File: src/rtl/mac_ctrl_if.sv
// Stream and array-side bus of the MAC array sequencer.
// The master modport is the controller's view; slave is the producer/array side.
interface mac_ctrl_if #(
  parameter int unsigned DW     = 8,
  parameter int unsigned CW     = 19,
  parameter int unsigned ROW    = 8,
  parameter int unsigned COLUMN = 6
);
  logic [COLUMN*DW-1:0] w_in;
  logic                 w_valid;
  logic                 w_ready;
  logic [ROW*DW-1:0]    act_in;
  logic                 act_valid;
  logic                 act_ready;
  logic [COLUMN*DW-1:0] mac_w;
  logic [ROW-1:0]       mac_w_en;
  logic [ROW*DW-1:0]    mac_m_data;
  logic [COLUMN*CW-1:0] mac_ci;
  logic                 out_valid;
  logic                 out_first;
  logic                 out_last;

  modport master (
    input  w_in, w_valid, act_in, act_valid,
    output w_ready, act_ready, mac_w, mac_w_en, mac_m_data, mac_ci,
    output out_valid, out_first, out_last
  );

  modport slave (
    output w_in, w_valid, act_in, act_valid,
    input  w_ready, act_ready, mac_w, mac_w_en, mac_m_data, mac_ci,
    input  out_valid, out_first, out_last
  );
endinterface

File: src/rtl/mac_ctrl.sv
// Sequencer for the ROW x COLUMN MAC array: weight load, activation streaming,
// bias hold and the valid/first/last sideband aligned to the array output.
module mac_ctrl #(
  parameter int unsigned DW     = 8,
  parameter int unsigned CW     = 19,
  parameter int unsigned ROW    = 8,
  parameter int unsigned COLUMN = 6,
  parameter int unsigned LAT    = 8,
  parameter int unsigned LW     = 16
) (
  input  logic                 clk,
  input  logic                 rst,
  input  logic                 start,
  input  logic                 cfg_load_w,
  input  logic [LW-1:0]        cfg_len,
  input  logic [COLUMN*CW-1:0] cfg_bias,
  output logic                 busy,
  output logic                 done,
  mac_ctrl_if.master           bus
);

  localparam int unsigned RowCntW   = (ROW > 1) ? $clog2(ROW) : 1;
  localparam int unsigned DrainCntW = $clog2(LAT + 1);
  localparam logic [RowCntW-1:0]   RowMax   = RowCntW'(ROW - 1);
  localparam logic [DrainCntW-1:0] DrainMax = DrainCntW'(LAT);

  typedef enum logic [1:0] {StIdle, StLoad, StComp, StDrain} state_e;

  state_e                 state_q, state_d;
  logic [LW-1:0]          len_q;
  logic [RowCntW-1:0]     row_cnt_q;
  logic [LW-1:0]          act_cnt_q;
  logic [DrainCntW-1:0]   drain_cnt_q;
  logic [COLUMN*DW-1:0]   mac_w_q;
  logic [ROW-1:0]         mac_w_en_q;
  logic [ROW*DW-1:0]      m_data_q;
  logic [COLUMN*CW-1:0]   ci_q;
  logic                   done_q;
  // Token bits are {valid, first, last}; tok_q is aligned with mac_m_data.
  logic [2:0]             tok_q;
  logic [2:0]             sb_q [LAT];

  logic                   w_ready, act_ready, w_hs, act_hs;
  logic [LW:0]            act_cnt_inc;
  logic [ROW-1:0]         row_onehot;

  assign w_ready     = (state_q == StLoad);
  assign act_ready   = (state_q == StComp) && (act_cnt_q < len_q);
  assign w_hs        = bus.w_valid && w_ready;
  assign act_hs      = bus.act_valid && act_ready;
  assign act_cnt_inc = {1'b0, act_cnt_q} + {{LW{1'b0}}, act_hs};
  assign row_onehot  = ROW'(1) << row_cnt_q;

  always_comb begin
    state_d = state_q;
    unique case (state_q)
      StIdle:  if (start) state_d = cfg_load_w ? StLoad : StComp;
      StLoad:  if (w_hs && (row_cnt_q == RowMax)) state_d = StComp;
      // Leaves on the last handshake, or immediately when the job is empty.
      StComp:  if (act_cnt_inc == {1'b0, len_q}) state_d = StDrain;
      StDrain: if (drain_cnt_q == DrainMax) state_d = StIdle;
      default: state_d = StIdle;
    endcase
  end

  always_ff @(posedge clk) begin
    if (rst) begin
      state_q     <= StIdle;
      len_q       <= '0;
      row_cnt_q   <= '0;
      act_cnt_q   <= '0;
      drain_cnt_q <= '0;
      mac_w_q     <= '0;
      mac_w_en_q  <= '0;
      m_data_q    <= '0;
      ci_q        <= '0;
      done_q      <= 1'b0;
      tok_q       <= '0;
    end else begin
      state_q <= state_d;
      if ((state_q == StIdle) && start) begin
        len_q <= cfg_len;
        ci_q  <= cfg_bias;
      end
      if (w_hs) begin
        mac_w_q   <= bus.w_in;
        row_cnt_q <= (row_cnt_q == RowMax) ? '0 : row_cnt_q + 1'b1;
      end
      mac_w_en_q  <= w_hs ? row_onehot : '0;
      act_cnt_q   <= (state_q == StComp) ? act_cnt_inc[LW-1:0] : '0;
      drain_cnt_q <= ((state_q == StDrain) && (state_d == StDrain)) ? drain_cnt_q + 1'b1 : '0;
      m_data_q    <= act_hs ? bus.act_in : '0;
      tok_q       <= {act_hs,
                      act_hs && (act_cnt_q == '0),
                      act_hs && (act_cnt_q == len_q - LW'(1))};
      done_q      <= (state_q == StDrain) && (state_d == StIdle);
    end
  end

  always_ff @(posedge clk) begin
    if (rst) begin
      for (int i = 0; i < int'(LAT); i++) sb_q[i] <= '0;
    end else begin
      sb_q[0] <= tok_q;
      for (int i = 1; i < int'(LAT); i++) sb_q[i] <= sb_q[i-1];
    end
  end

  assign bus.w_ready    = w_ready;
  assign bus.act_ready  = act_ready;
  assign bus.mac_w      = mac_w_q;
  assign bus.mac_w_en   = mac_w_en_q;
  assign bus.mac_m_data = m_data_q;
  assign bus.mac_ci     = ci_q;
  assign bus.out_valid  = sb_q[LAT-1][2];
  assign bus.out_first  = sb_q[LAT-1][1];
  assign bus.out_last   = sb_q[LAT-1][0];
  assign busy           = (state_q != StIdle);
  assign done           = done_q;

endmodule

File: src/flat_wrapper.sv
// flat-port wrapper written by rule: the top's interface ports become plain ports
module mac_ctrl_flat 
#(
  parameter int unsigned DW     = 8,
  parameter int unsigned CW     = 19,
  parameter int unsigned ROW    = 8,
  parameter int unsigned COLUMN = 6,
  parameter int unsigned LAT    = 8,
  parameter int unsigned LW     = 16
)
  (clk, rst, start, cfg_load_w, cfg_len, cfg_bias, busy, done, bus_w_in, bus_w_valid, bus_act_in, bus_act_valid, bus_w_ready, bus_act_ready, bus_mac_w, bus_mac_w_en, bus_mac_m_data, bus_mac_ci, bus_out_valid, bus_out_first, bus_out_last);
  mac_ctrl_if #(.DW(DW), .CW(CW), .ROW(ROW), .COLUMN(COLUMN)) bus_i ();
  input  logic clk;
  input  logic rst;
  input  logic start;
  input  logic cfg_load_w;
  input  logic [LW-1:0] cfg_len;
  input  logic [COLUMN*CW-1:0] cfg_bias;
  output logic busy;
  output logic done;
  input wire logic [$bits(bus_i.w_in)-1:0] bus_w_in;
  input wire logic [$bits(bus_i.w_valid)-1:0] bus_w_valid;
  input wire logic [$bits(bus_i.act_in)-1:0] bus_act_in;
  input wire logic [$bits(bus_i.act_valid)-1:0] bus_act_valid;
  output wire logic [$bits(bus_i.w_ready)-1:0] bus_w_ready;
  output wire logic [$bits(bus_i.act_ready)-1:0] bus_act_ready;
  output wire logic [$bits(bus_i.mac_w)-1:0] bus_mac_w;
  output wire logic [$bits(bus_i.mac_w_en)-1:0] bus_mac_w_en;
  output wire logic [$bits(bus_i.mac_m_data)-1:0] bus_mac_m_data;
  output wire logic [$bits(bus_i.mac_ci)-1:0] bus_mac_ci;
  output wire logic [$bits(bus_i.out_valid)-1:0] bus_out_valid;
  output wire logic [$bits(bus_i.out_first)-1:0] bus_out_first;
  output wire logic [$bits(bus_i.out_last)-1:0] bus_out_last;
  assign bus_i.w_in = bus_w_in;
  assign bus_i.w_valid = bus_w_valid;
  assign bus_i.act_in = bus_act_in;
  assign bus_i.act_valid = bus_act_valid;
  assign bus_w_ready = bus_i.w_ready;
  assign bus_act_ready = bus_i.act_ready;
  assign bus_mac_w = bus_i.mac_w;
  assign bus_mac_w_en = bus_i.mac_w_en;
  assign bus_mac_m_data = bus_i.mac_m_data;
  assign bus_mac_ci = bus_i.mac_ci;
  assign bus_out_valid = bus_i.out_valid;
  assign bus_out_first = bus_i.out_first;
  assign bus_out_last = bus_i.out_last;
  mac_ctrl #(.DW(DW), .CW(CW), .ROW(ROW), .COLUMN(COLUMN), .LAT(LAT), .LW(LW)) u_core (.clk(clk), .rst(rst), .start(start), .cfg_load_w(cfg_load_w), .cfg_len(cfg_len), .cfg_bias(cfg_bias), .busy(busy), .done(done), .bus(bus_i));
endmodule
File: config.mk
export PLATFORM = sky130hd
export DESIGN_NAME = mac_ctrl_flat
export DESIGN_NICKNAME = d
export VERILOG_FILES = /design/src/rtl/mac_ctrl_if.sv /design/src/rtl/mac_ctrl.sv /design/src/flat_wrapper.sv
export SDC_FILE = /design/constraint.sdc
export NUM_CORES = 1
export LEC_CHECK = 0
export CAP_MARGIN = 10
export CORE_AREA = 4 4 189 191
export CTS_CLUSTER_SIZE = 25
export DETAILED_ROUTE_END_ITERATION = 10
export DIE_AREA = 0 0 193 195
export GPL_TIMING_DRIVEN = 0
export SLEW_MARGIN = 20
export SYNTH_ARGS = -nofsm -noshare
export SYNTH_HDL_FRONTEND = slang
export SYNTH_SLANG_ARGS = --single-unit
export TNS_END_PERCENT = 5
File: constraint.sdc
create_clock -name clk -period 4 [get_ports clk]
set_input_delay 1 -clock clk [delete_from_list [all_inputs] [get_ports clk]]
set_output_delay 1 -clock clk [all_outputs]
set_load 0.1 [all_outputs]
# ---- After elaboration in Yosys (flattened, before gate mapping)
# Memory sizes are Yosys's and may differ from the RTL's.
# Index checks and enable logic that the tools add are counted.
dict set report totals {
  word_cells 73
  regBits 279
  n_memories 1
  ram_bits 24
  output_inout_bits 241
}
# memory depth word_bits rd rd_ports_with_merged_regs write_ports line
set memory_table {}
lappend memory_table {u_core.sb_q 8 3 8 0 8 mac_ctrl.sv:41} ;# logic [2:0] sb_q [LAT];
dict set report classes {
  n_addsub 4
  n_lt_le_gt_ge 1
  shifts 1
  eq_ne 8
  mux 18
  n_reduce_logical 17
  n_bitwise 12
}
# operator count
set ops {}
lappend ops {{$mux W3} 9}
lappend ops {{$add A16 B1 Y17} 1}
lappend ops {{$eq A17 B16 Y1} 1}
lappend ops {{$eq A16 B16 Y1} 1}
lappend ops {{$logic_not A16 Y1} 1}
lappend ops {{$lt A16 B16 Y1} 1}
lappend ops {{$sub A16 B1 Y16 const B} 1}
lappend ops {{$mux W2} 5}
lappend ops {{$logic_and A1 B1 Y1} 9}
lappend ops {{$or A1 B1 Y1} 8}
lappend ops {{$pmux W2 S4} 1}
lappend ops {{$reduce_or A2 Y1} 4}
lappend ops {{$shl A1 B3 Y8 const A} 1}
lappend ops {{$eq A2 B2 Y1 const B} 3}
lappend ops {{$add A4 B1 Y4 const B} 1}
lappend ops {{$eq A4 B4 Y1 const B} 1}
lappend ops {{$logic_not A2 Y1} 2}
lappend ops {{$not A1 Y1} 4}
lappend ops {{$add A3 B1 Y3 const B} 1}
lappend ops {{$eq A3 B3 Y1 const B} 1}
lappend ops {{$mux W1} 3}
lappend ops {{$eq A2 B1 Y1 const B} 1}
lappend ops {{$reduce_bool A2 Y1} 1}

# ---- Longest topological paths before layout
dict set report logic_depth {
  word_depth 11
  mapped_depth 18
  ltp_nobuf 16
}

# ---- Worst setup path after synthesis
# No wires, ideal clock.
dict set report synth_timing {
  kind {register -> register}
  from {register u_core.len_q[8]}
  to {register u_core.state_q[0]}
  required_ns 3.913
  period_less_slack_ns 4.936
  path_buffers 1
  stages_incl_launch_ff 18
  slack_ns -0.936
  arrival_time_ns 4.849
  path_cell_list {dfxtp_1 -> clkbuf_1 -> inv_1 -> ha_1 -> a41oi_1 -> o21ai_0 -> a211oi_1 -> a21oi_1 -> nor2_1 -> and2_1 -> ha_1 -> ha_1 -> nand4_1 -> or4_1 -> xnor2_1 -> a2111oi_0 -> o2111ai_1 -> o31ai_1}
}
dict set report synth_between {
  elab_chain_cells 7
}
# element line
set synth_lines {}
lappend synth_lines {{start: declaration} mac_ctrl.sv:30} ;# logic [LW-1:0] len_q;
lappend synth_lines {{start signal: assignment} mac_ctrl.sv:82} ;# len_q <= cfg_len;
lappend synth_lines {{$lt A16 B16 Y1} mac_ctrl.sv:48} ;# assign act_ready = (state_q == StComp) && (act_cnt_q < len_q);
lappend synth_lines {{$logic_and A1 B1 Y1} mac_ctrl.sv:48}
lappend synth_lines {{net bus_act_ready} flat_wrapper.sv:26} ;# output wire logic [$bits(bus_i.act_ready)-1:0] bus_act_ready;
lappend synth_lines {{$logic_and A1 B1 Y1} mac_ctrl.sv:50} ;# assign act_hs = bus.act_valid && act_ready;
lappend synth_lines {{net u_core.act_hs} mac_ctrl.sv:43} ;# logic w_ready, act_ready, w_hs, act_hs;
lappend synth_lines {{$add A16 B1 Y17} mac_ctrl.sv:51} ;# assign act_cnt_inc = {1'b0, act_cnt_q} + {{LW{1'b0}}, act_hs};
lappend synth_lines {{$eq A17 B16 Y1} mac_ctrl.sv:60} ;# StComp: if (act_cnt_inc == {1'b0, len_q}) state_d = StDrain;
lappend synth_lines {{$mux W2} mac_ctrl.sv:60}
lappend synth_lines {{$pmux W2 S4} mac_ctrl.sv:56} ;# unique case (state_q)
lappend synth_lines {{end signal: assignment} mac_ctrl.sv:68} ;# state_q <= StIdle;
lappend synth_lines {{end signal: assignment} mac_ctrl.sv:80} ;# state_q <= state_d;
lappend synth_lines {{end: declaration} mac_ctrl.sv:29} ;# state_e state_q, state_d;
# The timed path passes the listed nets, and every way through them passes these cells.
# A chain may end at the register's enable or synchronous reset.

# ---- Worst setup path after layout
dict set report layout_timing {
  from {register u_core.len_q[11]}
  to {register u_core.state_q[0]}
}
dict set report layout_between {
  elab_chain_cells 7
}
# element line
set layout_lines {}
lappend layout_lines {{$lt A16 B16 Y1} mac_ctrl.sv:48}
lappend layout_lines {{$logic_and A1 B1 Y1} mac_ctrl.sv:48}
lappend layout_lines {{$logic_and A1 B1 Y1} mac_ctrl.sv:50}
lappend layout_lines {{net u_core.act_hs} mac_ctrl.sv:43}
lappend layout_lines {{$add A16 B1 Y17} mac_ctrl.sv:51}
lappend layout_lines {{$eq A17 B16 Y1} mac_ctrl.sv:60}
lappend layout_lines {{$mux W2} mac_ctrl.sv:60}
lappend layout_lines {{$pmux W2 S4} mac_ctrl.sv:56}
# The timed path passes the listed nets, and every way through them passes these cells.

==> run metrics <==
skew final=around 0.027 ns; critical path class=flop to flop; DRT antenna net count=0; Avg Inst Size Synth=roughly 8.5 µm²; placer congestion estimate=~0.86; Critical Path Start Type=flop; Initial DRC Count=between 400 and 500; status=complete, no violations; worst-margin pin slew=~1.2 ns; first-pass GRT wire length=slightly above 60000 µm; Sink Count=303; Hold Fails Final Rpt=0; Die ar.=around 38000 µm²; # setup viols final=0; Final nets=2118; I/O Buffers=between 400 and 500; post-synthesis xor/xnor area fraction=0.0307; Synth area leader=dfxtp_1; max_cap viols=0; most common cell in the netlist=nand2_1; static leakage=6.60 nW; vias in the first global route=between 10k and 15k; Cells after Synth=1313; Main synth FF type=dfxtp_1; # DRC=0; die width=between 150 and 200 µm; cts hold-fix bufs=0; crit path DAT=between 4 and 5 ns; gr ovfl total=0; Max Freq=259 MHz; share of the synthesized area in the top cell type=0.544; Distinct cells, synth=52; sequential area share after synthesis=0.544; Internal Pwr Total=~5.7 mW; Die Span Y=195 µm; Pwr per Cell Area=480 nW/µm²; Initial Utilization=0.327; CTS tree=done; initial antenna violation count=12; Worst Path Required=4.43 ns; total number of vias=between 10k and 15k; Total GRT Usage=0.216; Synth area leaders=dfxtp_1 54%, nand2_1 13%, a21oi_1 8.3%; via density per instance=around 4.6; Yosys Warn Count=0; Psw=just under 3 mW; clock tree buffer depth=3; Max rail drop VDD=0.329 mV; flops & latches, synth=between 300 and 400; P&R area growth vs syn=61.5%; Place WS=-0.380 ns; Hold WS=slightly above 0.4 ns; crit end category=flop; Mapped Area=between 10000 and 15000 µm²; clock group share of total power=0.362; I/O pin total=489; most frequent cells after synthesis=374 x nand2_1, 303 x dfxtp_1, 185 x a21oi_1, 88 x clkbuf_1, 75 x and2_1; Root Driver=clkbuf_16; drt first pass iters=5; final core occ=0.528; combinational power share=0.260; highest net fanout along the worst path=5; Min-Delay Path Class=flop to flop; Core Footprint=34100 µm²; Pins Over Slew Limit=0; post-synthesis adder-cell area fraction=0.0292; complex-gate fraction of the synthesized area=0.113; Clock Latency Late Sink=~0.54 ns; row cnt=slightly below 70; sequential share of power=0.378; period utilisation layout=0.965; Async S/R FF share, synth=0; Routed WL=roughly 43000 µm; multiplexer area fraction after synthesis=0.00191; Post-synth EDFFs=0; Reg clk slew, reported paths=0.06 ns; CTS buffer count=36; Post-Syn Nets=about 1.6k; drt wl/cell=18.4 µm; Tmin final=approximately 3.9 ns; H-tree depth=2; largest net degree at the start of global routing=13; Slew HR=0.203; Synth Area in Simple Gates=0.240; sw frac=0.343; layout cells sized above 1=0.0616; worst setup margin=around 0.14 ns; Post-DP HPWL=between 30000 and 40000 µm; main combinational cell family by area after synthesis=simple AND/OR/NAND/NOR gates
==> path summary, 6_finish.rpt <==
check                            to  depth (start not counted)         startpoint  slack, ns
hold / removal    u_core.sb_q[0][9]                          1  u_core.sb_q[0][6]       0.41
setup reg to reg  u_core.state_q[0]                         16   u_core.len_q[11]       0.14
setup / recovery  u_core.state_q[0]                         16   u_core.len_q[11]       0.14
hold reg to reg   u_core.sb_q[0][9]                          1  u_core.sb_q[0][6]       0.41
==> power groups by stage <==
stage / Combinational (mW) / Clock [mW] / Sequential, mW
after floorplan: 0.521 / 0 / 4.29
after global placement: 2.21 / 0 / 3.32
after detailed placement: 2.22 / 0 / 3.33
after CTS: 2.23 / 3.21 / 3.27
after global routing: 2.36 / 3.33 / 3.29
final: 2.25 / 3.13 / 3.27
==> registers in the layout, summed over array words and instances (netlist names) <==
name / flops
u_core.bus.mac_w_en: 8
u_core.sb_q: 24
u_core.done: 1
u_core.act_cnt_q: 16
u_core.bus.mac_m_data: 64
u_core.bus.mac_w: 48
u_core.row_cnt_q: 3
u_core.state_q: 2
u_core.drain_cnt_q: 4
u_core.tok_q: 3
u_core.len_q: 16
u_core.bus.mac_ci: 114
==> routing by layer <==
metal / track usage / vias up / share of wire
li1: - / 5344 / -
met1: 0.239 / 4893 / 0.37
met2: 0.370 / 387 / 0.49
met3: 0.0842 / 82 / 0.10
met4: 0.0873 / 4 / 0.034
met5: 0 / - / 0.00049
==> repair_timing <==
item                       in CTS  in global routing
resized for setup              19                 28
setup endpoints to repair       2                  1
buffers inserted                0                  6
pin swaps                       4                 14
==> kinds of logic (layout without fill, tap and decap cells) <==
| group | count (synthesis) | after routing |
|---|---|---|
| xor gates and xnor gates | 39 | 39 |
| adders and majority gates | 26 | 26 |
| muxes | 2 | 2 |
| AOI/OAI and AO/OA | 231 | 231 |
| DFF | 303 | 303 |
| other | 0 | 9 |
| buffers and inverters | 118 | 673 |
| and+or+nand+nor | 594 | 594 |
==> cell type report <==
| cell class | count | area (µm²) |
|---|---|---|
| Fill cell | 3187 | 16100 |
| Timing Repair Buffer | 494 | 4930 |
| Tap cell | 455 | 569 |
| Antenna cell | 9 | 22.5 |
| Clock buffer | 52 | 1060 |
| Clock inverter | 10 | 57.6 |
| Sequential cell | 303 | 6080 |
| Multi-Input combinational cell | 892 | 4810 |
| Buffer | 92 | 369 |
| Inverter | 25 | 93.8 |
==> cells in the final DEF (no fill, tap or decap), types with 6 or more instances in the layout <==
cell type / count
and2_1: 74
xnor2_1: 23
dfxtp_1: 294
o21ai_0: 8
nor3_1: 13
dfxtp_2: 6
clkinv_2: 8
buf_4: 7
nand3_1: 13
diode_2: 9
nand2_1: 374
clkdlybuf4s50_1: 487
nor4_1: 9
a21oi_1: 184
clkbuf_1: 92
xor2_1: 15
clkbuf_16: 37
ha_1: 21
clkbuf_8: 8
inv_1: 24
nor2b_1: 25
nand4_1: 7
nor2_1: 42
==> critical path, cell delays in order, from the launching register on <==
cell	delay [ns]
dfxtp_2	0.36
inv_1	0.11
ha_1	0.33
a41oi_2	0.20
o21ai_2	0.09
a211oi_2	0.24
a21oi_2	0.09
nor2_4	0.10
and2_4	0.17
ha_4	0.14
ha_4	0.14
nand4_1	0.15
or4_4	0.63
xnor2_4	0.17
a2111oi_4	0.36
o2111ai_2	0.18
o31ai_2	0.30
==> metrics by stage <==
stage / instance area [µm²] / cells / power, mW / setup TNS [ns]
after floorplan: 11200 / 1313 / 4.81 / 0
after global placement: 16600 / 2256 / 5.53 / -0.355
after detailed placement: 16600 / 2256 / 5.55 / -0.380
after CTS: 17800 / 2317 / 8.71 / 0
after global routing: 18000 / 2332 / 8.98 / -0.0337
final: 18000 / 2332 / 8.64 / 0
Power figures use the tool's default switching activity.
